==> src/rtl/rv32i_enc_pkg.sv <==
// Shared types and constants for the RV32I instruction encoder.
// Opcode values match the ID-stage decoder so encode/decode stay in lockstep.
package rv32i_enc_pkg;

  typedef enum logic [3:0] {
    OP_R     = 4'd0,
    OP_I     = 4'd1,
    OP_LD    = 4'd2,
    OP_S     = 4'd3,
    OP_B     = 4'd4,
    OP_JAL   = 4'd5,
    OP_JALR  = 4'd6,
    OP_LUI   = 4'd7,
    OP_AUIPC = 4'd8
  } op_class_e;

  localparam logic [6:0] OPC_OP     = 7'b0110011;
  localparam logic [6:0] OPC_OP_IMM = 7'b0010011;
  localparam logic [6:0] OPC_LOAD   = 7'b0000011;
  localparam logic [6:0] OPC_STORE  = 7'b0100011;
  localparam logic [6:0] OPC_BRANCH = 7'b1100011;
  localparam logic [6:0] OPC_JAL    = 7'b1101111;
  localparam logic [6:0] OPC_JALR   = 7'b1100111;
  localparam logic [6:0] OPC_LUI    = 7'b0110111;
  localparam logic [6:0] OPC_AUIPC  = 7'b0010111;

  localparam logic [2:0] F3_JALR    = 3'b000;
  localparam logic [2:0] F3_SLL     = 3'b001;
  localparam logic [2:0] F3_SRL_SRA = 3'b101;

  localparam logic [31:0] NOP_INSTR = 32'h00000013;

  typedef struct packed {
    logic [3:0]  op_class;
    logic [2:0]  funct3;
    logic        alt;
    logic [4:0]  rd;
    logic [4:0]  rs1;
    logic [4:0]  rs2;
    logic [31:0] imm;
  } fields_t;

endpackage

==> src/rtl/rv32i_imm_packer.sv <==
// Scatters a byte-offset immediate into its RV32I instruction bit positions (+ range flag with RV32I_ENC_CHECK_EN).
// Latency: combinational.
// Backpressure: none, pure function of its inputs.
module rv32i_imm_packer
  import rv32i_enc_pkg::*;
(
  input  logic [3:0]  op_class,
  input  logic [2:0]  funct3,
  input  logic        alt,
  input  logic [31:0] imm,
  output logic [31:0] imm_field
`ifdef RV32I_ENC_CHECK_EN
  , output logic      imm_bad
`endif
);

  logic is_shift;
  assign is_shift = (funct3 == F3_SLL) || (funct3 == F3_SRL_SRA);

  always_comb begin
    imm_field = '0;
    case (op_class)
      OP_I: begin
        if (is_shift) imm_field = {1'b0, alt, 5'b0, imm[4:0], 20'b0};
        else          imm_field = {imm[11:0], 20'b0};
      end
      OP_LD, OP_JALR:   imm_field = {imm[11:0], 20'b0};
      OP_S:             imm_field = {imm[11:5], 13'b0, imm[4:0], 7'b0};
      OP_B:             imm_field = {imm[12], imm[10:5], 13'b0, imm[4:1], imm[11], 7'b0};
      OP_JAL:           imm_field = {imm[20], imm[10:1], imm[11], imm[19:12], 12'b0};
      OP_LUI, OP_AUIPC: imm_field = {imm[31:12], 12'b0};
      default:          imm_field = '0;
    endcase
  end

`ifdef RV32I_ENC_CHECK_EN
  // A value fits an N-bit signed field when all bits above N-1 equal the sign bit.
  logic fits12, fits13, fits21;
  assign fits12 = (&imm[31:11]) || !(|imm[31:11]);
  assign fits13 = (&imm[31:12]) || !(|imm[31:12]);
  assign fits21 = (&imm[31:20]) || !(|imm[31:20]);

  always_comb begin
    imm_bad = 1'b0;
    case (op_class)
      OP_I:                 imm_bad = is_shift ? (|imm[31:5]) : !fits12;
      OP_LD, OP_S, OP_JALR: imm_bad = !fits12;
      OP_B:                 imm_bad = !fits13 || imm[0];
      OP_JAL:               imm_bad = !fits21 || imm[0];
      OP_LUI, OP_AUIPC:     imm_bad = |imm[11:0];
      default:              imm_bad = 1'b0;
    endcase
  end
`endif

endmodule

==> src/rtl/rv32i_instr_encoder.sv <==
// Encodes decoded RV32I fields into 32-bit instruction words; range checking with RV32I_ENC_CHECK_EN.
// Latency: 2 edges from input accept to instr_o when the FIFO is empty; 1/cycle throughput.
// Backpressure: out_ready_i low fills the FIFO, then S1 holds one entry and in_ready_o drops.
module rv32i_instr_encoder
  import rv32i_enc_pkg::*;
#(
  parameter int DEPTH = 2,
  parameter int CNT_W = 16
) (
  input  logic             clk_i,
  input  logic             rst_n_i,
  input  logic             in_valid_i,
  output logic             in_ready_o,
  input  logic [3:0]       op_class_i,
  input  logic [2:0]       funct3_i,
  input  logic             alt_i,
  input  logic [4:0]       rd_i,
  input  logic [4:0]       rs1_i,
  input  logic [4:0]       rs2_i,
  input  logic [31:0]      imm_i,
  output logic             out_valid_o,
  input  logic             out_ready_i,
  output logic [31:0]      instr_o,
  output logic             illegal_o,
  output logic [CNT_W-1:0] enc_cnt_o,
  output logic [CNT_W-1:0] ill_cnt_o
);

  localparam int AW = $clog2(DEPTH);

  fields_t        s1;
  logic           s1_valid, s1_move, fifo_full, push, pop;
  logic [AW:0]    wr_ptr, rd_ptr;
  logic [31:0]    mem [DEPTH];
  logic [31:0]    imm_field, enc, entry_instr;
  logic [CNT_W-1:0] enc_cnt;

  assign pop        = out_valid_o && out_ready_i;
  assign fifo_full  = (wr_ptr[AW] != rd_ptr[AW]) && (wr_ptr[AW-1:0] == rd_ptr[AW-1:0]);
  assign s1_move    = s1_valid && (!fifo_full || pop);
  assign push       = s1_move;
  assign in_ready_o = !s1_valid || s1_move;

  always_ff @(posedge clk_i or negedge rst_n_i) begin
    if (!rst_n_i) begin
      s1_valid <= 1'b0;
      s1       <= '0;
    end else if (in_valid_i && in_ready_o) begin
      s1_valid <= 1'b1;
      s1       <= '{op_class: op_class_i, funct3: funct3_i, alt: alt_i,
                    rd: rd_i, rs1: rs1_i, rs2: rs2_i, imm: imm_i};
    end else if (s1_move) begin
      s1_valid <= 1'b0;
    end
  end

`ifdef RV32I_ENC_CHECK_EN
  logic imm_bad, f3_bad, s1_illegal;
`endif

  rv32i_imm_packer u_packer (
    .op_class  (s1.op_class),
    .funct3    (s1.funct3),
    .alt       (s1.alt),
    .imm       (s1.imm),
    .imm_field (imm_field)
`ifdef RV32I_ENC_CHECK_EN
    , .imm_bad (imm_bad)
`endif
  );

  always_comb begin
    enc = NOP_INSTR;
    case (s1.op_class)
      OP_R:     enc = {1'b0, s1.alt, 5'b0, s1.rs2, s1.rs1, s1.funct3, s1.rd, OPC_OP};
      OP_I:     enc = imm_field | {12'b0, s1.rs1, s1.funct3, s1.rd, OPC_OP_IMM};
      OP_LD:    enc = imm_field | {12'b0, s1.rs1, s1.funct3, s1.rd, OPC_LOAD};
      OP_S:     enc = imm_field | {7'b0, s1.rs2, s1.rs1, s1.funct3, 5'b0, OPC_STORE};
      OP_B:     enc = imm_field | {7'b0, s1.rs2, s1.rs1, s1.funct3, 5'b0, OPC_BRANCH};
      OP_JAL:   enc = imm_field | {20'b0, s1.rd, OPC_JAL};
      OP_JALR:  enc = imm_field | {12'b0, s1.rs1, F3_JALR, s1.rd, OPC_JALR};
      OP_LUI:   enc = imm_field | {20'b0, s1.rd, OPC_LUI};
      OP_AUIPC: enc = imm_field | {20'b0, s1.rd, OPC_AUIPC};
      default:  enc = NOP_INSTR;
    endcase
  end

`ifdef RV32I_ENC_CHECK_EN
  always_comb begin
    f3_bad = 1'b0;
    case (s1.op_class)
      OP_LD:   f3_bad = s1.funct3 inside {3'b011, 3'b110, 3'b111};
      OP_S:    f3_bad = s1.funct3 > 3'b010;
      OP_B:    f3_bad = s1.funct3 inside {3'b010, 3'b011};
      OP_JALR: f3_bad = s1.funct3 != F3_JALR;
      default: f3_bad = 1'b0;
    endcase
  end

  assign s1_illegal  = imm_bad || f3_bad || (s1.op_class > OP_AUIPC);
  assign entry_instr = s1_illegal ? NOP_INSTR : enc;
`else
  assign entry_instr = enc;
`endif

  always_ff @(posedge clk_i) begin
    if (push) mem[wr_ptr[AW-1:0]] <= entry_instr;
  end

  always_ff @(posedge clk_i or negedge rst_n_i) begin
    if (!rst_n_i) begin
      wr_ptr  <= '0;
      rd_ptr  <= '0;
      enc_cnt <= '0;
    end else begin
      if (push) wr_ptr  <= wr_ptr + (AW+1)'(1);
      if (pop)  rd_ptr  <= rd_ptr + (AW+1)'(1);
      if (push) enc_cnt <= enc_cnt + CNT_W'(1);
    end
  end

  // Head outputs are gated by valid so reset and empty both present zeros.
  assign out_valid_o = (wr_ptr != rd_ptr);
  assign instr_o     = out_valid_o ? mem[rd_ptr[AW-1:0]] : '0;
  assign enc_cnt_o   = enc_cnt;

`ifdef RV32I_ENC_CHECK_EN
  logic             ill_mem [DEPTH];
  logic [CNT_W-1:0] ill_cnt;

  always_ff @(posedge clk_i) begin
    if (push) ill_mem[wr_ptr[AW-1:0]] <= s1_illegal;
  end

  always_ff @(posedge clk_i or negedge rst_n_i) begin
    if (!rst_n_i)                          ill_cnt <= '0;
    else if (push && s1_illegal && !(&ill_cnt)) ill_cnt <= ill_cnt + CNT_W'(1);
  end

  assign illegal_o = out_valid_o && ill_mem[rd_ptr[AW-1:0]];
  assign ill_cnt_o = ill_cnt;
`else
  assign illegal_o = 1'b0;
  assign ill_cnt_o = '0;
`endif

endmodule

==> config.mk <==
export PLATFORM = sky130hd
export DESIGN_NAME = rv32i_instr_encoder
export DESIGN_NICKNAME = d
export VERILOG_FILES = /design/src/rtl/rv32i_enc_pkg.sv /design/src/rtl/rv32i_imm_packer.sv /design/src/rtl/rv32i_instr_encoder.sv
export SDC_FILE = /design/constraint.sdc
export NUM_CORES = 1
export LEC_CHECK = 0
export CAP_MARGIN = 5
export CORE_MARGIN = 4
export CORE_UTILIZATION = 30
export CTS_CLUSTER_DIAMETER = 60
export DETAILED_ROUTE_END_ITERATION = 8
export PLACE_DENSITY_LB_ADDON = 0.3
export SLEW_MARGIN = 20
export SYNTH_ARGS = -nofsm -noshare
export SYNTH_HDL_FRONTEND = slang
export SYNTH_HIERARCHICAL = 1
export SYNTH_SLANG_ARGS = --single-unit
==> constraint.sdc <==
create_clock -name clk_i -period 3.4 [get_ports clk_i]
set_input_delay 0.34 -clock clk_i [delete_from_list [all_inputs] [get_ports clk_i]]
set_output_delay 0.34 -clock clk_i [all_outputs]
set_load 0.02 [all_outputs]
### Yosys cells after proc, flatten, opt, wreduce, memory -nomap -nowiden

Memory sizes are Yosys's and may differ from the RTL's.
Cells that the tools add are included.

| word-level totals | value |
|---|---|
| register bits | 76 |
| bits in writable memories | 64 |
| output and inout port bits | 67 |
| memories kept | 1 |

| operators by class | value |
|---|---|
| add/subtract/negate cells | 3 |
| equal/unequal tests | 13 |
| muxes and demuxes | 8 |
| bitwise operators | 8 |
| reduce and logical (&&, ||, !) cells | 13 |

Memory list:

| memory | words | bits a word | rd ports | clocked after memory_dff | write ports | line | text |
|---|---|---|---|---|---|---|---|
| mem | 2 | 32 | 1 | 0 | 1 | rv32i_instr_encoder.sv:34 | `logic [31:0] mem [DEPTH];` |

Operator list:

| kind | number |
|---|---|
| $pmux 32 s9 | 1 |
| $pmux 32 s6 | 1 |
| $or 32x12->32 | 3 |
| $or 32x20->32 | 3 |
| $mux 32 | 2 |
| $or 32x25->32 | 2 |
| $add 16x1->16 const B | 1 |
| $eq 4x3->1 const B | 4 |
| $eq 4x2->1 const B | 2 |
| $add 2x1->2 const B | 2 |
| $eq 4x1->1 const B | 1 |
| $eq 4x4->1 const B | 1 |
| $logic_and 1x1->1 | 4 |
| $logic_not 4->1 | 1 |
| $mux 1 | 4 |
| $reduce_or 2->1 | 2 |
| $eq 3x1->1 const B | 1 |
| $eq 3x3->1 const B | 1 |
| $logic_or 1x1->1 | 3 |
| $logic_not 1->1 | 2 |
| $ne 2x2->1 | 1 |
| $reduce_bool 2->1 | 1 |
| $eq 1x1->1 | 1 |
| $ne 1x1->1 | 1 |

### Longest topological paths before layout

Gate-level depths: netlist (run 1).

| depth | value |
|---|---|
| depth after elaboration | 8 |
| gate-level depth with buffers | 7 |
| gate-level depth less buffers | 5 |

### By module

Netlist (run 1), hierarchy kept.

By module, submodules not included:

| module | times used | cells each | area an instance (µm²) |
|---|---|---|---|
| rv32i_instr_encoder | 1 | 471 | 6411.1 |
| rv32i_imm_packer | 1 | 96 | 626.9 |

### Worst setup path after synthesis (run 1)

OpenSTA, ideal clock, no wires.

| path | value |
|---|---|
| path kind | flip-flop to flip-flop |
| from | register rd_ptr[0] |
| to | memory mem[0][10], enable pin |
| setup time | 0.417 ns |
| data arrival time | 2.214 ns |
| data required time | 2.983 ns |
| setup slack | 0.769 ns |
| stages on the path, launching flop included | 5 |
| clock period less this slack | 2.631 ns |
| cells stage by stage | dfrtp_1 buf_2 xor2_1 o31ai_2 nor2_1 |

| on the way | value |
|---|---|
| longest elaborated chain between the ends | 7 |
| elaborated cells between the ends (all ways) | 9 |
| classes of those cells | eq/ne (2); mux (2); reduce/logical (5) |

Ends and longest elaborated chain:

| what | line | text |
|---|---|---|
| start: declaration | rv32i_instr_encoder.sv:33 | `logic [AW:0] wr_ptr, rd_ptr;` |
| start signal: assignment | rv32i_instr_encoder.sv:117 | `if (pop) rd_ptr <= rd_ptr + (AW+1)'(1);` |
| $eq 1x1->1 | rv32i_instr_encoder.sv:39 | `assign fifo_full = (wr_ptr[AW] != rd_ptr[AW]) && (wr_ptr[AW-1:0] == rd_ptr[AW-1:0]);` |
| $logic_and 1x1->1 | rv32i_instr_encoder.sv:39 |  |
| $logic_not 1->1 | rv32i_instr_encoder.sv:40 | `assign s1_move = s1_valid && (!fifo_full \|\| pop);` |
| $logic_or 1x1->1 (*) | rv32i_instr_encoder.sv:40 |  |
| $logic_and 1x1->1 (*) | rv32i_instr_encoder.sv:40 |  |
| $mux 1 (*) | rv32i_instr_encoder.sv:107 | `if (push) mem[wr_ptr[AW-1:0]] <= entry_instr;` |
| $mux 1 (implied by the code) (*) | rv32i_instr_encoder.sv:107 |  |
| end: declaration | rv32i_instr_encoder.sv:34 |  |

Every way passes the cells marked *; elsewhere a longest branch is shown, timed or not.

### Worst setup path after layout (run 1)

| path | value |
|---|---|
| from | register wr_ptr[0] |
| to | output instr_o[12] |

| on the way | value |
|---|---|
| longest elaborated chain between the ends | 2 |

Ends and longest elaborated chain:

| what | line | text |
|---|---|---|
| start: declaration | rv32i_instr_encoder.sv:33 |  |
| start signal: assignment | rv32i_instr_encoder.sv:116 | `if (push) wr_ptr <= wr_ptr + (AW+1)'(1);` |
| $ne 2x2->1 | rv32i_instr_encoder.sv:123 | `assign out_valid_o = (wr_ptr != rd_ptr);` |
| $mux 32 | rv32i_instr_encoder.sv:124 | `assign instr_o = out_valid_o ? mem[rd_ptr[AW-1:0]] : '0;` |
| end: declaration | rv32i_instr_encoder.sv:23 | `output logic [31:0] instr_o,` |

Every way passes these cells.

==> metrics.yaml, run 1 <==
detailed_routing:
  first_pass_iters: 6
  ant_nets: 0
  post_drt_via_cell_ratio: 4.69
  drc: 0
  drt-total-wl_um: 16800
  num_vias: 4640
  drt_iter0_drc: 312
  wire_per_inst_um: 17.0
power:
  p_per_area_nw_per_um2: 931
  cellLeakagePower_uw: 0.00357
  vdd_drop_max_uv: 449
  power_uw: 8220
cts:
  cts_root_buf: "clkbuf_16"
  cts_tree: "yes"
  cts_buffers: 17
  cts_hold_buf: 0
  clk_latency_ns: 0.42
  cts-htree-levels: 4
  cts.repair.resized: 0
  post_cts_buffers: 0
  clk_pin_slew_worst_paths_ns: 0.06
  cts_sinks: 136
  cts_max_path_buffers: 2
critical_path:
  crit_chain: "xor2_1 > nor2_2 > buf_4 > nor2_1 > clkdlybuf4s50_1"
  critPathSlowestCell: "clkdlybuf4s50_1"
  crit_type: "flip-flop to output pin"
  crit_path_max_incr_delay_ns: 0.66
  critPathLaunch: "wr_ptr[0]"
  cp_max_fo: 24
  reg2regPathDepth: 5
  crit_arrival_ns: 2.59
  reg2reg_to: "s1[28]"
  critPathCaptureType: "output pin"
  ff2ff_setup_slack_ns: 1.04
  cp.required_ns: 3.06
  worst_setup_path_start_kind: "flip-flop"
  r2r_start: "rd_ptr[0]"
timing:
  fmax_mhz: 342
  slew_headroom_pct: 50.9
  setup_slack_ns: 0.473
  setup_viol: 0
  fin_crit_ns: 2.93
  rsz0062_at_grt: "no"
  skew_ns: 0.00703
  hold_viol: 72
  slew_viol_final: 0
  period_share_pct: 86.1
  setup_tns_ns: 0
  holdWs_ns: -0.0310
  worstMarginPinSlew_ns: 0.736
grt:
  grt_max_degree: 77
  grt_pass1_wl_um: 26800
  grt_use_total_pct: 13.1
  grt_antenna_before_repair: 0
  grt_remaining_overflow: 0
  grt_pass1_vias: 4826
floorplanning:
  die_width_um: 161
  pin_count: 126
  start_util_pct: 30.7
  dieHeight_um: 161
  dieArea_um2: 25900
  core_um2: 22800
  rows: 55
layout:
  fin_nets: 723
  fill_cells: 2179
  final_cell_area_um2: 8820
  antennaDiodeCount: 0
  regArea_um2: 3700
  drive_above_1_share_pct: 16.3
  syn_to_final_growth_pct: 25.7
  fin_util_pct: 38.6
  multi_input_area_um2: 2970
placed_design:
  place_area_um2: 8230
  post-dp-hpwl_um: 11900
  place_congestion: 0.744
  place_worst_setup_slack_ns: 0.802
  place.port_buffers: 108
min_path:
  worstHoldPathType: "input pin to async pin"
status:
  failed_checks: "negative hold slack"
  outcome: "complete, but fails checks"
synthesis:
  synthCells: 565
  synth_area_um2: 7020
  yosysWarnings: 6
  syn_area_per_cell_um2: 12.4
run:
  max-cap-violations: 0
## layout by cell type, fill, tap and decap left out, types with 3 or more instances in the layout
cell / n
clkdlybuf4s50_1: 107
xnor2_1: 18
a21o_1: 4
nand3_1: 14
nand2b_1: 11
a311oi_1: 4
mux2_2: 6
a31oi_1: 3
mux2i_1: 34
xor2_1: 5
clkinv_4: 3
o21ai_0: 5
conb_1: 22
buf_4: 8
dfrtp_1: 75
o31ai_1: 5
edfxtp_1: 60
nand4_1: 5
a221oi_1: 5
mux2_4: 50
nand3b_1: 3
o21ai_1: 9
o22ai_1: 19
nand2_1: 13
a22oi_1: 14
a21oi_1: 18
inv_1: 10
and2_1: 19
nor2b_1: 14
clkbuf_16: 17
clkinv_2: 3
nor2_1: 46
## per-stage QoR
step           hold WS, ns  std cells
5_1_grt             0.0285        989
2_1_floorplan       0.0444        585
6_report           -0.0310        989
3_5_place_dp         0.485        957
3_3_place_gp         0.465        957
4_1_cts              0.144        989
## routing by layer
layer	track usage, %	part of all wire, %	vias up
met3	3.11	5.4	25
met5	0	0	-
met2	20.8	47	159
met1	17.5	46	2251
met4	4.69	1.8	0
li1	-	-	2205
## power breakdown
group	switching, uW	total (uW)	internal [uW]
Combinational	2070	3710	1650
Sequential	327	2700	2370
Clock	693	1810	1120
Total	3090	8220	5130
## worst max-delay path by stage
| stage | endpoint | cells after the start |
|---|---|---|
| 2_1_floorplan | mem[0][10] | 4 |
| 3_3_place_gp | instr_o[12] | 5 |
| 3_5_place_dp | mem[1][14] | 5 |
| 4_1_cts | instr_o[12] | 5 |
| 5_1_grt | instr_o[12] | 5 |
| 6_report | instr_o[12] | 5 |
## layout make-up
type,instances,share of cell area (%)
Sequential cell,136,42.0
Tap cell,313,4.44
Clock inverter,11,1.38
Multi-Input combinational cell,382,33.6
Clock buffer,21,5.22
Inverter,10,0.425
Timing Repair Buffer,116,12.9
## sequential cells by signal, summed over array words and instances, names as in the netlist
name       count
rd_ptr         2
s1_valid       1
mem           60
wr_ptr         2
s1            55
enc_cnt_o     16
## critical path: cells and delay by family (launching register included)
kind                      cells  cell delay (ns)
DFF                           1             0.47
and+or+nand+nor               2             0.39
xor gates and xnor gates      1             0.39
buffers and inverters         2             0.92
Note: power is estimated with default switching activity, not from simulation.
==> inputs of run 2 (changes only) <==
--- a/config.mk
+++ b/config.mk
@@ -11,6 +11,7 @@
 export CTS_CLUSTER_DIAMETER = 60
 export DETAILED_ROUTE_END_ITERATION = 8
 export PLACE_DENSITY_LB_ADDON = 0.3
+export SETUP_SLACK_MARGIN = 0.5
 export SLEW_MARGIN = 20
 export SYNTH_ARGS = -nofsm -noshare
 export SYNTH_HDL_FRONTEND = slang
==> constraint.sdc (replaced) <==
create_clock -name clk_i -period 2.4 [get_ports clk_i]
set_input_delay 0.24 -clock clk_i [delete_from_list [all_inputs] [get_ports clk_i]]
set_output_delay 0.24 -clock clk_i [all_outputs]
set_load 0.02 [all_outputs]
==> run 2 against run 1 <==
  * The run now ends clean
  * Register-to-register slack got worse by 0.59 ns
  * Clock skew increased by 0.0019 ns
  * Combinational power increased by 120%
  * Sequential share of layout area decreased by 5.8 points
  * Sequential cell count unchanged
  * Power increased by 76%
  * Critical path type unchanged
  * Largest power group unchanged
==> metrics.yaml, run 2 (synthesized netlist as in run 1, its figures left out) <==
grt:
  grt_pass1_vias: 4975  # +3.1%
  grt_remaining_overflow: 0  # unchanged
  grt_pass1_wl_um: 28500  # +6.5%
  grt_antenna_before_repair: 0  # unchanged
  grt_max_degree: 77  # unchanged
  grt_use_total_pct: 14.1  # +1.1 points
layout:
  largest_reg_flops: 60  # unchanged
  fin_util_pct: 44.9  # +6.3 points
  syn_to_final_growth_pct: 46.2
  final_common_cell: "clkdlybuf4s50_1"
  final_cell_mix: "73 x clkdlybuf4s50_1, 69 x dfrtp_1, 60 x edfxtp_1"
  antennaDiodeCount: 0  # unchanged
  drive_above_1_share_pct: 38.8  # +23 points
  fin_nets: 786  # +8.7%
power:
  cellLeakagePower_uw: 0.00416  # +17%
  p_int_uw: 8970  # +75%
  p_sw_uw: 5530  # +79%
  seqPwrFrac_pct: 27.1  # -5.7 points
  p_per_area_nw_per_um2: 1410  # +52%
  pwr-share-clk_pct: 17.4  # -4.6 points
  power_uw: 14500  # +76%
  pwr-share-comb_pct: 55.4  # +10 points
  swShare_pct: 38.2  # +0.62 points
  vdd_drop_max_uv: 547  # +22%
placed_design:
  post-dp-hpwl_um: 12300  # +3.5%
  place_congestion: 0.765  # +2.9%
  place.port_buffers: 108  # unchanged
floorplanning:
  start_util_pct: 30.7  # unchanged
  dieHeight_um: 161  # unchanged
  pin_count: 126  # unchanged
  dieArea_um2: 25900  # unchanged
  die_width_um: 161  # unchanged
  core_um2: 22800  # unchanged
  rows: 55  # unchanged
cts:
  cts-htree-levels: 4  # unchanged
  cts_max_path_buffers: 2  # unchanged
  clk_pin_slew_worst_paths_ns: 0.06  # about the same
  clk_latency_ns: 0.43  # about the same
  cts_buffers: 17  # unchanged
  cts_sinks: 136  # unchanged
  cts_root_buf: "clkbuf_16"
  cts_tree: "yes"
detailed_routing:
  wire_per_inst_um: 18.7  # +10%
  ant_nets: 0  # unchanged
  drt-total-wl_um: 19700  # +17%
  drc: 0  # unchanged
  num_vias: 5024  # +8.3%
  post_drt_via_cell_ratio: 4.78  # +1.8%
  first_pass_iters: 5  # -1
  drt_iter0_drc: 309  # -0.96%
min_path:
  worstHoldPathType: "input pin to flip-flop"
critical_path:
  cp_max_fo: 6  # -75%
  crit_type: "flip-flop to output pin"
  crit_chain: "xor2_4 > nor2_4 > buf_12 > clkbuf_16 > nor2_2 > buf_6"
  cp.required_ns: 2.16  # -0.90 ns
  crit_arrival_ns: 1.74  # -0.85 ns
  critPathCaptureType: "output pin"
  crit_path_max_incr_delay_ns: 0.46  # -0.20 ns
  worst_setup_path_start_kind: "flip-flop"
  critPathSlowestCell: "dfrtp_2"
run:
  max-cap-violations: 0  # unchanged
timing:
  setup_tns_ns: 0  # unchanged
  worstMarginPinSlew_ns: 0.724  # -0.0124 ns
  skew_ns: 0.00889  # +0.00186 ns
  setup_viol: 0  # unchanged
  fmax_mhz: 504
  slew_headroom_pct: 51.7  # +0.82 points
  rsz0062_at_grt: "yes"
  slew_viol_final: 0  # unchanged
  fin_crit_ns: 1.98
  period_share_pct: 82.6
  hold_viol: 0  # -100%
status:
  outcome: "finished clean"
-- run 2: cell types whose count changed in the layout (fill, tap and decap cells not counted), moves of 8 or more --
cell,change
buf_16,+8
buf_4,+35
buf_6,+31
clkbuf_16,+9
clkdlybuf4s50_1,-34
mux2i_1,-14
mux2i_4,+10
nor2_1,-24
nor2_4,+23
o22ai_1,-12
o22ai_2,+12
-- run 2: per-layer routing --
layer | track usage, % | wire [um] | part of all wire (%)
met1 | 19.3 | 9000 | 46
met2 | 22.4 | 9680 | 49
met3 | 3.06 | 743 | 3.8
met4 | 5.04 | 278 | 1.4
met5 | 0 | 0 | 0
-- run 2: worst max-delay path: cells and delay by family (launching register included) --
kind | cells | cell delay (ns)
XOR/XNOR | 1 | 0.21
buffers and inverters | 3 | 0.45
flip-flops | 1 | 0.46
AND/OR/NAND/NOR | 2 | 0.20
-- run 2: power groups by stage --
stage                     Sequential [uW]  Combinational (uW)  Clock, uW
final                                3930                8040       2530
after global routing                 4010                8520       2680
after CTS                            3890                6850       2580
after detailed placement             3860                5450          0
after global placement               3820                5330          0
after floorplan                      3760                3410          0
-- run 2: path summary, 6_finish.rpt --
kind / start / endpoint / slack, ns / cells past startpoint
worst min-delay path: imm_i[22] / s1[22] / 0.42 / 2
max in group asynchronous: rst_n_i / s1[51] / 1.44 / 2
min in group asynchronous: rst_n_i / s1[4] / 0.43 / 2
worst min register to register: enc_cnt_o[15] / enc_cnt_o[15] / 0.48 / 1
worst max-delay path: rd_ptr[0] / instr_o[4] / 0.42 / 6
worst max register to register: rd_ptr[1] / s1[16] / 0.45 / 7
-- run 2: through the flow --
stage	hold WS [ns]	std cells	setup slack (ns)	cell area, um^2
finish	0.421	1052	0.417	10300
global route	0.406	1052	0.370	10300
CTS	0.0261	1024	0.396	9480
detailed placement	0.471	970	0.166	8370
global placement	0.458	970	0.238	8370
floorplan	-0.0556	585	0.568	7110
-- run 2: cell type report --
cell class	instances	area [um^2]
fill	2076	12600
sequential	136	3710
multi-input combinational	386	3540
timing repair buffer	175	2000
clock buffer	21	483
tap	313	392
clock inverter	11	91.3
inverter	10	45.0
-- run 2: timing repair --
| item | in CTS | in global routing |
|---|---|---|
| resized for setup | 243 | 106 |
| pin swaps | 14 | 30 |
| setup buffers | 15 | 17 |
| cloned | 7 | 10 |
| setup endpoints to repair | 122 | 156 |
| hold buffers | 0 | 1 |
| endpoints found under the hold margin | 0 | 76 |
==> inputs of run 3 (changes only) <==
==> constraint.sdc (replaced) <==
create_clock -name clk_i -period 1.6 [get_ports clk_i]
set_input_delay 0.16 -clock clk_i [delete_from_list [all_inputs] [get_ports clk_i]]
set_output_delay 0.16 -clock clk_i [all_outputs]
set_load 0.02 [all_outputs]
==> run 3 against run 2 <==
  * The run now ends with negative setup slack left
  * Power is 62% higher
  * Hold slack worse by 0.17 ns
  * Highest routed layer unchanged
  * Final cell count rose by 6.7%
  * Utilization up 4.9 points
  * Clock skew fell by 0.0017 ns
  * Clock-buffer cell count grew 3
  * Worst setup slack got worse by 0.77 ns
==> metrics.yaml, run 3 (synthesized netlist as in run 1, its figures left out) <==
critical_path:
  critPathCaptureType: "output pin"
  critPathSlowestCell: "dfrtp_2"
  cp_max_fo: 5  # -1
  path_delay_family: "flip-flops"
  crit_arrival_ns: 1.79  # +0.05 ns
  crit_type: "flip-flop to output pin"
  cp.required_ns: 1.44  # -0.72 ns
  worst_setup_path_start_kind: "flip-flop"
  crit_chain: "xor2_4 > nor2_4 > buf_12 > clkbuf_16 > nor2_2 > buf_6"
  crit_path_max_incr_delay_ns: 0.46  # about the same
  critPathBufInv: 3  # unchanged
timing:
  holdWs_ns: 0.248  # -0.173 ns
  setup_viol: 218  # +218
  setup_tns_ns: -52.58  # -52.58 ns
  setup_slack_ns: -0.352  # -0.769 ns
  hold_viol: 0  # unchanged
  slew_viol_final: 0  # unchanged
  skew_ns: 0.00721  # -0.00168 ns
  fmax_mhz: 512
  rsz0062_at_grt: "yes"
  worstMarginPinSlew_ns: 0.585  # -0.139 ns
  fin_crit_ns: 1.95
  slew_headroom_pct: 60.6  # +8.9 points
  period_share_pct: 122
layout:
  fill_cells: 1932  # -6.9%
  fin_util_pct: 49.8  # +4.9 points
  syn_to_final_growth_pct: 62.0
  final_common_cell: "buf_4"
  fin_nets: 857  # +9.0%
  largest_reg_flops: 60  # unchanged
  regArea_um2: 3720  # +0.24%
  final_cell_area_um2: 11400  # +11%
  drive_above_1_share_pct: 57.0  # +18 points
  final_cell_mix: "79 x buf_4, 70 x buf_6, 62 x dfrtp_1"
  multi_input_area_um2: 3960  # +12%
  antennaDiodeCount: 0  # unchanged
grt:
  grt_remaining_overflow: 0  # unchanged
  grt_antenna_before_repair: 0  # unchanged
  grt_max_degree: 35  # -55%
  grt_use_total_pct: 15.2  # +1.1 points
  grt_pass1_wl_um: 31000  # +8.6%
  grt_pass1_vias: 5500  # +11%
cts:
  cts_max_path_buffers: 2  # unchanged
  clk_pin_slew_worst_paths_ns: 0.06  # about the same
  cts_tree: "yes"
  cts-htree-levels: 4  # unchanged
  cts_sinks: 136  # unchanged
  cts_buffers: 17  # unchanged
  clk_latency_ns: 0.43  # about the same
  cts_root_buf: "clkbuf_16"
power:
  p_sw_uw: 8750  # +58%
  vdd_drop_max_uv: 942  # +72%
  swShare_pct: 37.3  # -0.82 points
  pwr-share-clk_pct: 17.1  # -0.3 points
  pwr-share-comb_pct: 57.7  # +2.3 points
  cellLeakagePower_uw: 0.00474  # +14%
  p_int_uw: 14700  # +64%
  p_per_area_nw_per_um2: 2060  # +46%
  seqPwrFrac_pct: 25.2  # -1.9 points
detailed_routing:
  ant_nets: 0  # unchanged
  first_pass_iters: 7  # +2
  drt-total-wl_um: 21500  # +9.3%
  drc: 0  # unchanged
  post_drt_via_cell_ratio: 4.81  # +0.78%
  wire_per_inst_um: 19.2  # +2.3%
  num_vias: 5405  # +7.6%
  drt_iter0_drc: 355  # +15%
placed_design:
  place_congestion: 0.825  # +7.8%
  place.port_buffers: 108  # unchanged
  post-dp-hpwl_um: 13300  # +7.9%
  place_area_um2: 9060  # +8.2%
run:
  max-cap-violations: 0  # unchanged
floorplanning:
  rows: 55  # unchanged
  core_um2: 22800  # unchanged
  dieArea_um2: 25900  # unchanged
  pin_count: 126  # unchanged
  start_util_pct: 30.7  # unchanged
  die_width_um: 161  # unchanged
  dieHeight_um: 161  # unchanged
status:
  outcome: "complete, but fails checks"
  failed_checks: "negative setup slack"
min_path:
  worstHoldPathType: "input pin to async pin"
[run 3: cell types whose count changed in the layout (fill, tap and decap cells not counted), moves of 8 or more]
| cell | delta |
|---|---|
| a21oi_1 | -11 |
| a21oi_2 | +10 |
| and2_1 | -15 |
| and2_4 | +15 |
| buf_12 | +11 |
| buf_4 | +36 |
| buf_6 | +38 |
| clkdlybuf4s50_1 | -16 |
| nor2_1 | -8 |
| nor2_2 | +13 |
[run 3: final timing paths]
kind                            from  slack, ns  cells past startpoint            end
max in group asynchronous    rst_n_i       0.75                      3   enc_cnt_o[8]
setup / recovery           rd_ptr[0]      -0.35                      6     instr_o[6]
setup reg to reg           rd_ptr[0]      -0.34                      8   enc_cnt_o[7]
min in group clk_i          imm_i[0]       0.34                      2          s1[0]
hold reg to reg               s1[25]       0.51                      1         s1[25]
hold / removal               rst_n_i       0.25                      2  enc_cnt_o[10]
[run 3: final cells by class]
| cell class | count | share of cell area, % |
|---|---|---|
| clock buffers | 24 | 4.32 |
| clock inverters | 8 | 1.03 |
| inverters | 10 | 0.330 |
| multi-input cells | 385 | 34.8 |
| flip-flops and latches | 136 | 32.7 |
| well taps | 313 | 3.44 |
| repair buffers | 247 | 23.3 |
[run 3: metal layers]
metal | part of all wire, % | routed length, um | track usage, %
met4 | 1.8 | 396 | 4.58
met3 | 4.2 | 912 | 3.44
met5 | 0 | 0 | 0
met2 | 52 | 11200 | 26.1
met1 | 42 | 9050 | 19.2
[run 3: metrics by stage]
step | cells | power [uW] | worst slack [ns]
after floorplan | 585 | 11800 | -0.114
after global placement | 1019 | 15300 | -0.333
after detailed placement | 1019 | 15500 | -0.337
after CTS | 1083 | 20600 | -0.418
after global routing | 1123 | 24500 | -0.409
final | 1123 | 23400 | -0.352
[run 3: power by group through the flow]
stage	Sequential [uW]	Clock, uW	Combinational (uW)
floorplan	5700	0	6110
global placement	5740	0	9550
detailed placement	5790	0	9720
CTS	5790	4070	10700
global route	6020	4260	14200
finish	5900	4010	13500
[run 3: worst reg2reg max path: cells and delay by family, from the launching register on]
family,cells,cell delay (ns)
xor gates and xnor gates,2,0.34
DFF,1,0.46
AOI/OAI and AO/OA,1,0.31
and+or+nand+nor,1,0.18
buffers and inverters,4,0.54
[run 3: what timing repair did]
item / CTS / global route
endpoints found under the setup margin: 246 / 246
resized for setup: 201 / 243
gates cloned: 7 / 5
buffers inserted: 24 / 35
pin swaps: 28 / 58
hold buffers: 1 / 0
endpoints found under the hold margin: 32 / 0
==> edit 1, RTL diff (config.mk and constraints of run 2) <==
Add a define of `RV32I_ENC_CHECK_EN`.
--- a/src/rtl/rv32i_imm_packer.sv
+++ b/src/rtl/rv32i_imm_packer.sv
@@ -2,4 +2,6 @@
 // Latency: combinational.
 // Backpressure: none, pure function of its inputs.
+`define RV32I_ENC_CHECK_EN
+
 module rv32i_imm_packer
   import rv32i_enc_pkg::*;
Function: changed (Yosys sat finds a counterexample within 4 cycles, from zero or initial values and one cycle with rst_n_i low).
==> edit 1 against run 2 <==
The flow now finishes with violations (negative setup slack). Synthesized area rose by 8.2%. Fmax down 19%. Synthesized cell count increased by 13%. Utilization up 2.8 points. Worst setup slack got worse by 0.47 ns. Wire length is 12% higher. Total power is 11% higher. Sequential cell count grew 18. Final area rose by 14%. Largest cell class unchanged.
==> edit 1: results (changes against run 2) <==
\begin{tabular}{lr}
\hline
Metric & Value \\
\hline
\multicolumn{2}{l}{\textbf{CTS}} \\
Clk root buf & clkbuf\_16 \\
Clock-pin slew of the registers on the worst-case setup and hold paths & 0.07 ns \\
Clock latency on the worst-skew pair & 0.43 ns (about the same) \\
Worst-case clock buffer depth & 2 (unchanged) \\
H-tree level count & 4 (unchanged) \\
CTS buffer count & 17 (unchanged) \\
\multicolumn{2}{l}{\textbf{Global route}} \\
Maximum number of pins on one net before global-route repair & 45 (-42\%) \\
Initial antenna violation count & 0 (unchanged) \\
Wire length of the first global-routing pass & 32,300 um (+13\%) \\
All-Layer GR Usage & 14.7\% (+0.53 points) \\
Number of global-route vias before repair & 5,756 (+16\%) \\
\multicolumn{2}{l}{\textbf{Detailed routing}} \\
DRC viols & 0 (unchanged) \\
Vias/cell & 4.88 (+2.3\%) \\
Starting DRC count in detailed routing & 432 (+40\%) \\
Total Routed Length & 22,000 um (+12\%) \\
Number of search-and-repair iterations in the first detailed-routing pass & 5 (unchanged) \\
\multicolumn{2}{l}{\textbf{Status}} \\
Run status & finished with violations \\
Violated checks & negative setup slack \\
\multicolumn{2}{l}{\textbf{Timing}} \\
Setup WS post-layout & -0.0538 ns (-0.471 ns) \\
Tightest slew margin relative to the limit & 63.1\% (+11 points) \\
Worst Skew & 0.0124 ns (+0.00350 ns) \\
Count of final setup violators & 6 (+6) \\
Final Hold Slack & 0.320 ns (-0.101 ns) \\
Setup TNS after final layout & -0.231 ns (-0.231 ns) \\
\multicolumn{2}{l}{\textbf{Cells and area}} \\
Final Instance Count excl. Fillers & 1,207 (+15\%) \\
Total inserted antenna cells & 0 (unchanged) \\
Number of fillers in the final layout & 2,194 (+5.7\%) \\
Flip-flop count of the largest register, all copies and words added & 60 (unchanged) \\
Number of nets at the end of the flow & 931 (+18\%) \\
Fraction of final layout cells sized beyond drive strength 1 & 39.5\% (+0.69 points) \\
\multicolumn{2}{l}{\textbf{Min path}} \\
Path type of the worst min-delay path & in2async \\
\multicolumn{2}{l}{\textbf{Placed design}} \\
DP Worst Slack & -0.159 ns (-0.325 ns) \\
Post-placement cell count & 1,117 (+15\%) \\
RD Place Congestion & 0.824 (+7.6\%) \\
Placed wire-length estimate after detailed placement & 14,300 um (+16\%) \\
Number of input and output port buffers inserted & 125 (+16\%) \\
Cell area after placement & 0.00959 mm2 (+15\%) \\
\multicolumn{2}{l}{\textbf{Yosys}} \\
Count of warnings emitted by yosys & 6 (unchanged) \\
Gate count of the mapped netlist & 641 (+13\%) \\
\multicolumn{2}{l}{\textbf{Critical path}} \\
CP Max Fanout & 7 (+1) \\
Crit path DAT & 2.61 ns (+0.87 ns) \\
\multicolumn{2}{l}{\textbf{Pwr}} \\
Peak ir drop on the vdd network & 0.000656 V (+20\%) \\
Lkg Pwr & 4.84 nW (+16\%) \\
\hline
\end{tabular}
-- edit 1: area by class of cell --
type / count / area (um2) / area share [%]
timing repair buffer: 243 / 2600 / 22.1
multi-input combinational: 442 / 3930 / 33.5
clock buffer: 18 / 450 / 3.84
inverter: 12 / 61.3 / 0.522
clock inverter: 14 / 124 / 1.05
sequential: 154 / 4170 / 35.5
tap: 324 / 405 / 3.45
-- edit 1: repair_timing --
| action | in CTS | in global routing |
|---|---|---|
| gates cloned | 6 | 7 |
| pin swaps | 21 | 42 |
| hold buffers | 1 | 0 |
| setup buffers | 24 | 20 |
| gates resized for setup | 287 | 155 |
| setup endpoints to repair | 232 | 238 |
| endpoints found under the hold margin | 30 | 0 |
-- edit 1: worst max-delay path, stage by stage (launching register included) --
cell      delay (ns)
dfrtp_1         0.39
nor4_2          0.28
buf_4           0.16
nand4_1         0.12
a32oi_1         0.23
o211ai_1        0.12
a41o_1          0.24
a21oi_2         0.13
and3_4          0.26
buf_6           0.14
o211ai_1        0.11
-- edit 1: where the power goes --
part	internal (mW)	switching, mW	leakage (nW)	total, mW
Combinational	4.71	4.59	2.83	9.30
Sequential	3.65	0.513	1.72	4.16
Clock	1.43	1.18	0.288	2.61
-- edit 1: routing by layer --
metal | share of wire (%) | global-route usage, % | wire [um] | vias to the layer above
met1 | 46 | 20.1 | 10000 | 2913
met4 | 1.1 | 3.14 | 243 | 0
li1 | - | - | - | 2795
met2 | 49 | 23.5 | 10700 | 160
met5 | 0 | 0 | 0 | -
met3 | 4.8 | 3.84 | 1050 | 26
-- edit 1: final timing paths --
path,endpoint,start,cells after the start
max in group asynchronous,wr_ptr[0],rst_n_i,3
min in group clk_i,s1[18],imm_i[18],2
max reg2reg,mem[0][4],s1[10],10
min reg2reg,enc_cnt_o[15],enc_cnt_o[15],1
max,mem[0][4],s1[10],10
min,enc_cnt_o[0],rst_n_i,2
==> edit 2, RTL diff (flow settings as in run 2) <==
Made on the original files. Register the output `enc_cnt_o` once more, with the module's reset; this adds one clock of latency there. The other outputs are not delayed to match.
--- a/src/rtl/rv32i_instr_encoder.sv
+++ b/src/rtl/rv32i_instr_encoder.sv
@@ -123,5 +123,11 @@
   assign out_valid_o = (wr_ptr != rd_ptr);
   assign instr_o     = out_valid_o ? mem[rd_ptr[AW-1:0]] : '0;
-  assign enc_cnt_o   = enc_cnt;
+  always_ff @(posedge clk_i or negedge rst_n_i) begin
+    if (!rst_n_i) begin
+      enc_cnt_o <= '0;
+    end else begin
+      enc_cnt_o <= enc_cnt;
+    end
+  end
 
 `ifdef RV32I_ENC_CHECK_EN
Formal check against the unedited RTL: not equivalent (Yosys sat finds a counterexample within 4 cycles, from zero or initial values and one cycle with rst_n_i low).
==> edit 2 against run 2 <==
Sequential cell count is 16 higher. Synthesized cell count grew 3.4%. Utilization down 0.19 points. Synthesized area rose by 5.4%. Worst setup slack worse by 0.080 ns. Clock power increased by 7%. Largest power group unchanged. Total power is 2.2% higher. Final area up 6.0%. Wire length increased by 1.4%. Critical path type is now reg2reg. Combinational power decreased by 2.5%.
==> edit 2: results (changes against run 2) <==
\begin{tabular}{lr}
\hline
Metric & Value \\
\hline
\multicolumn{2}{l}{\textbf{Status}} \\
Run status & complete, no violations \\
\multicolumn{2}{l}{\textbf{Placed design}} \\
Number of input and output port buffers inserted & 108 (unchanged) \\
Placed wire-length estimate after detailed placement & 12,200 um (-0.77\%) \\
Cell area after placement & 0.00888 mm2 (+6.1\%) \\
Post-placement cell count & 1,006 (+3.7\%) \\
RD Place Congestion & 0.730 (-4.6\%) \\
DP Worst Slack & 0.192 ns (+0.0258 ns) \\
\multicolumn{2}{l}{\textbf{Timing}} \\
Tightest slew margin relative to the limit & 47.6\% (-4.1 points) \\
Final Hold Slack & 0.369 ns (-0.0525 ns) \\
Period minus WS final & 2.06 ns (+0.0803 ns) \\
Worst Skew & 0.00926 ns (+0.000368 ns) \\
\multicolumn{2}{l}{\textbf{Cells and area}} \\
Area Overhead vs Synth & 47.0\% \\
Number of nets at the end of the flow & 813 (+3.4\%) \\
Fraction of final layout cells sized beyond drive strength 1 & 41.4\% (+2.5 points) \\
Number of fillers in the final layout & 2,167 (+4.4\%) \\
\multicolumn{2}{l}{\textbf{Global route}} \\
Number of global-route vias before repair & 4,710 (-5.3\%) \\
Global routing usage on met2 & 21.1\% (-1.3 points) \\
All-Layer GR Usage & 13.4\% (-0.77 points) \\
Met1 layer usage reported by global route & 18.5\% (-0.73 points) \\
Maximum number of pins on one net before global-route repair & 45 (-42\%) \\
Met3 track demand over resource & 3.08\% (+0.016 points) \\
Wire length of the first global-routing pass & 27,500 um (-3.4\%) \\
\multicolumn{2}{l}{\textbf{Detailed routing}} \\
Vias/cell & 4.70 (-1.7\%) \\
Via count of the routed design & 5,119 (+1.9\%) \\
Number of search-and-repair iterations in the first detailed-routing pass & 4 (-1) \\
Starting DRC count in detailed routing & 299 (-3.2\%) \\
Routed len/inst & 18.3 um (-2.2\%) \\
\multicolumn{2}{l}{\textbf{Critical path}} \\
Crit path DAT & 2.37 ns (+0.63 ns) \\
Kind of cell with the highest combined delay on the critical path & simple AND/OR/NAND/NOR gates \\
CP Max Fanout & 8 (+2) \\
Setup slack, reg-to-reg & 0.34 ns (-0.11 ns) \\
Max stage delay on crit path & 0.49 ns (+0.03 ns) \\
Register-to-Register Path Depth & 6 (-1) \\
Worst setup path endpoint & s1[39] \\
\multicolumn{2}{l}{\textbf{Yosys}} \\
Gate count of the mapped netlist & 584 (+3.4\%) \\
\multicolumn{2}{l}{\textbf{Pwr}} \\
Peak ir drop on the vdd network & 0.000812 V (+49\%) \\
Lkg Pwr & 4.44 nW (+6.8\%) \\
Switching part of the total power & 37.4\% (-0.72 points) \\
\multicolumn{2}{l}{\textbf{Min path}} \\
Path type of the worst min-delay path & in2async \\
\hline
\end{tabular}
[edit 2: power groups by stage]
stage	Sequential, mW	Clock (mW)	Combinational [mW]
after global placement	4.13	0	5.45
final	4.28	2.70	7.84
after global routing	4.37	2.88	8.31
after CTS	4.13	2.75	6.03
after floorplan	4.08	0	3.44
after detailed placement	4.15	0	5.50
[edit 2: metal layers]
metal / routed length (um) / vias up / share of wire, %
li1: - / 2418 / -
met1: 9160 / 2532 / 46
met2: 9470 / 150 / 47
met3: 1080 / 19 / 5.4
met4: 259 / 0 / 1.3
met5: 0 / - / 0
[edit 2: final cells by class]
cell class,instances,share of cell area (%)
well taps,324,3.73
inverters,11,0.483
flip-flops and latches,152,37.8
clock buffers,19,4.17
multi-input cells,386,33.7
repair buffers,185,18.9
clock inverters,13,1.31
[edit 2: what timing repair did]
item                                    CTS  global route
resized for setup                       216           155
hold endpoints to repair                 42             0
buffers inserted                         17            20
pin swaps                                 3            41
cloned                                    5             9
hold buffers                              1             0
endpoints found under the setup margin  142           169
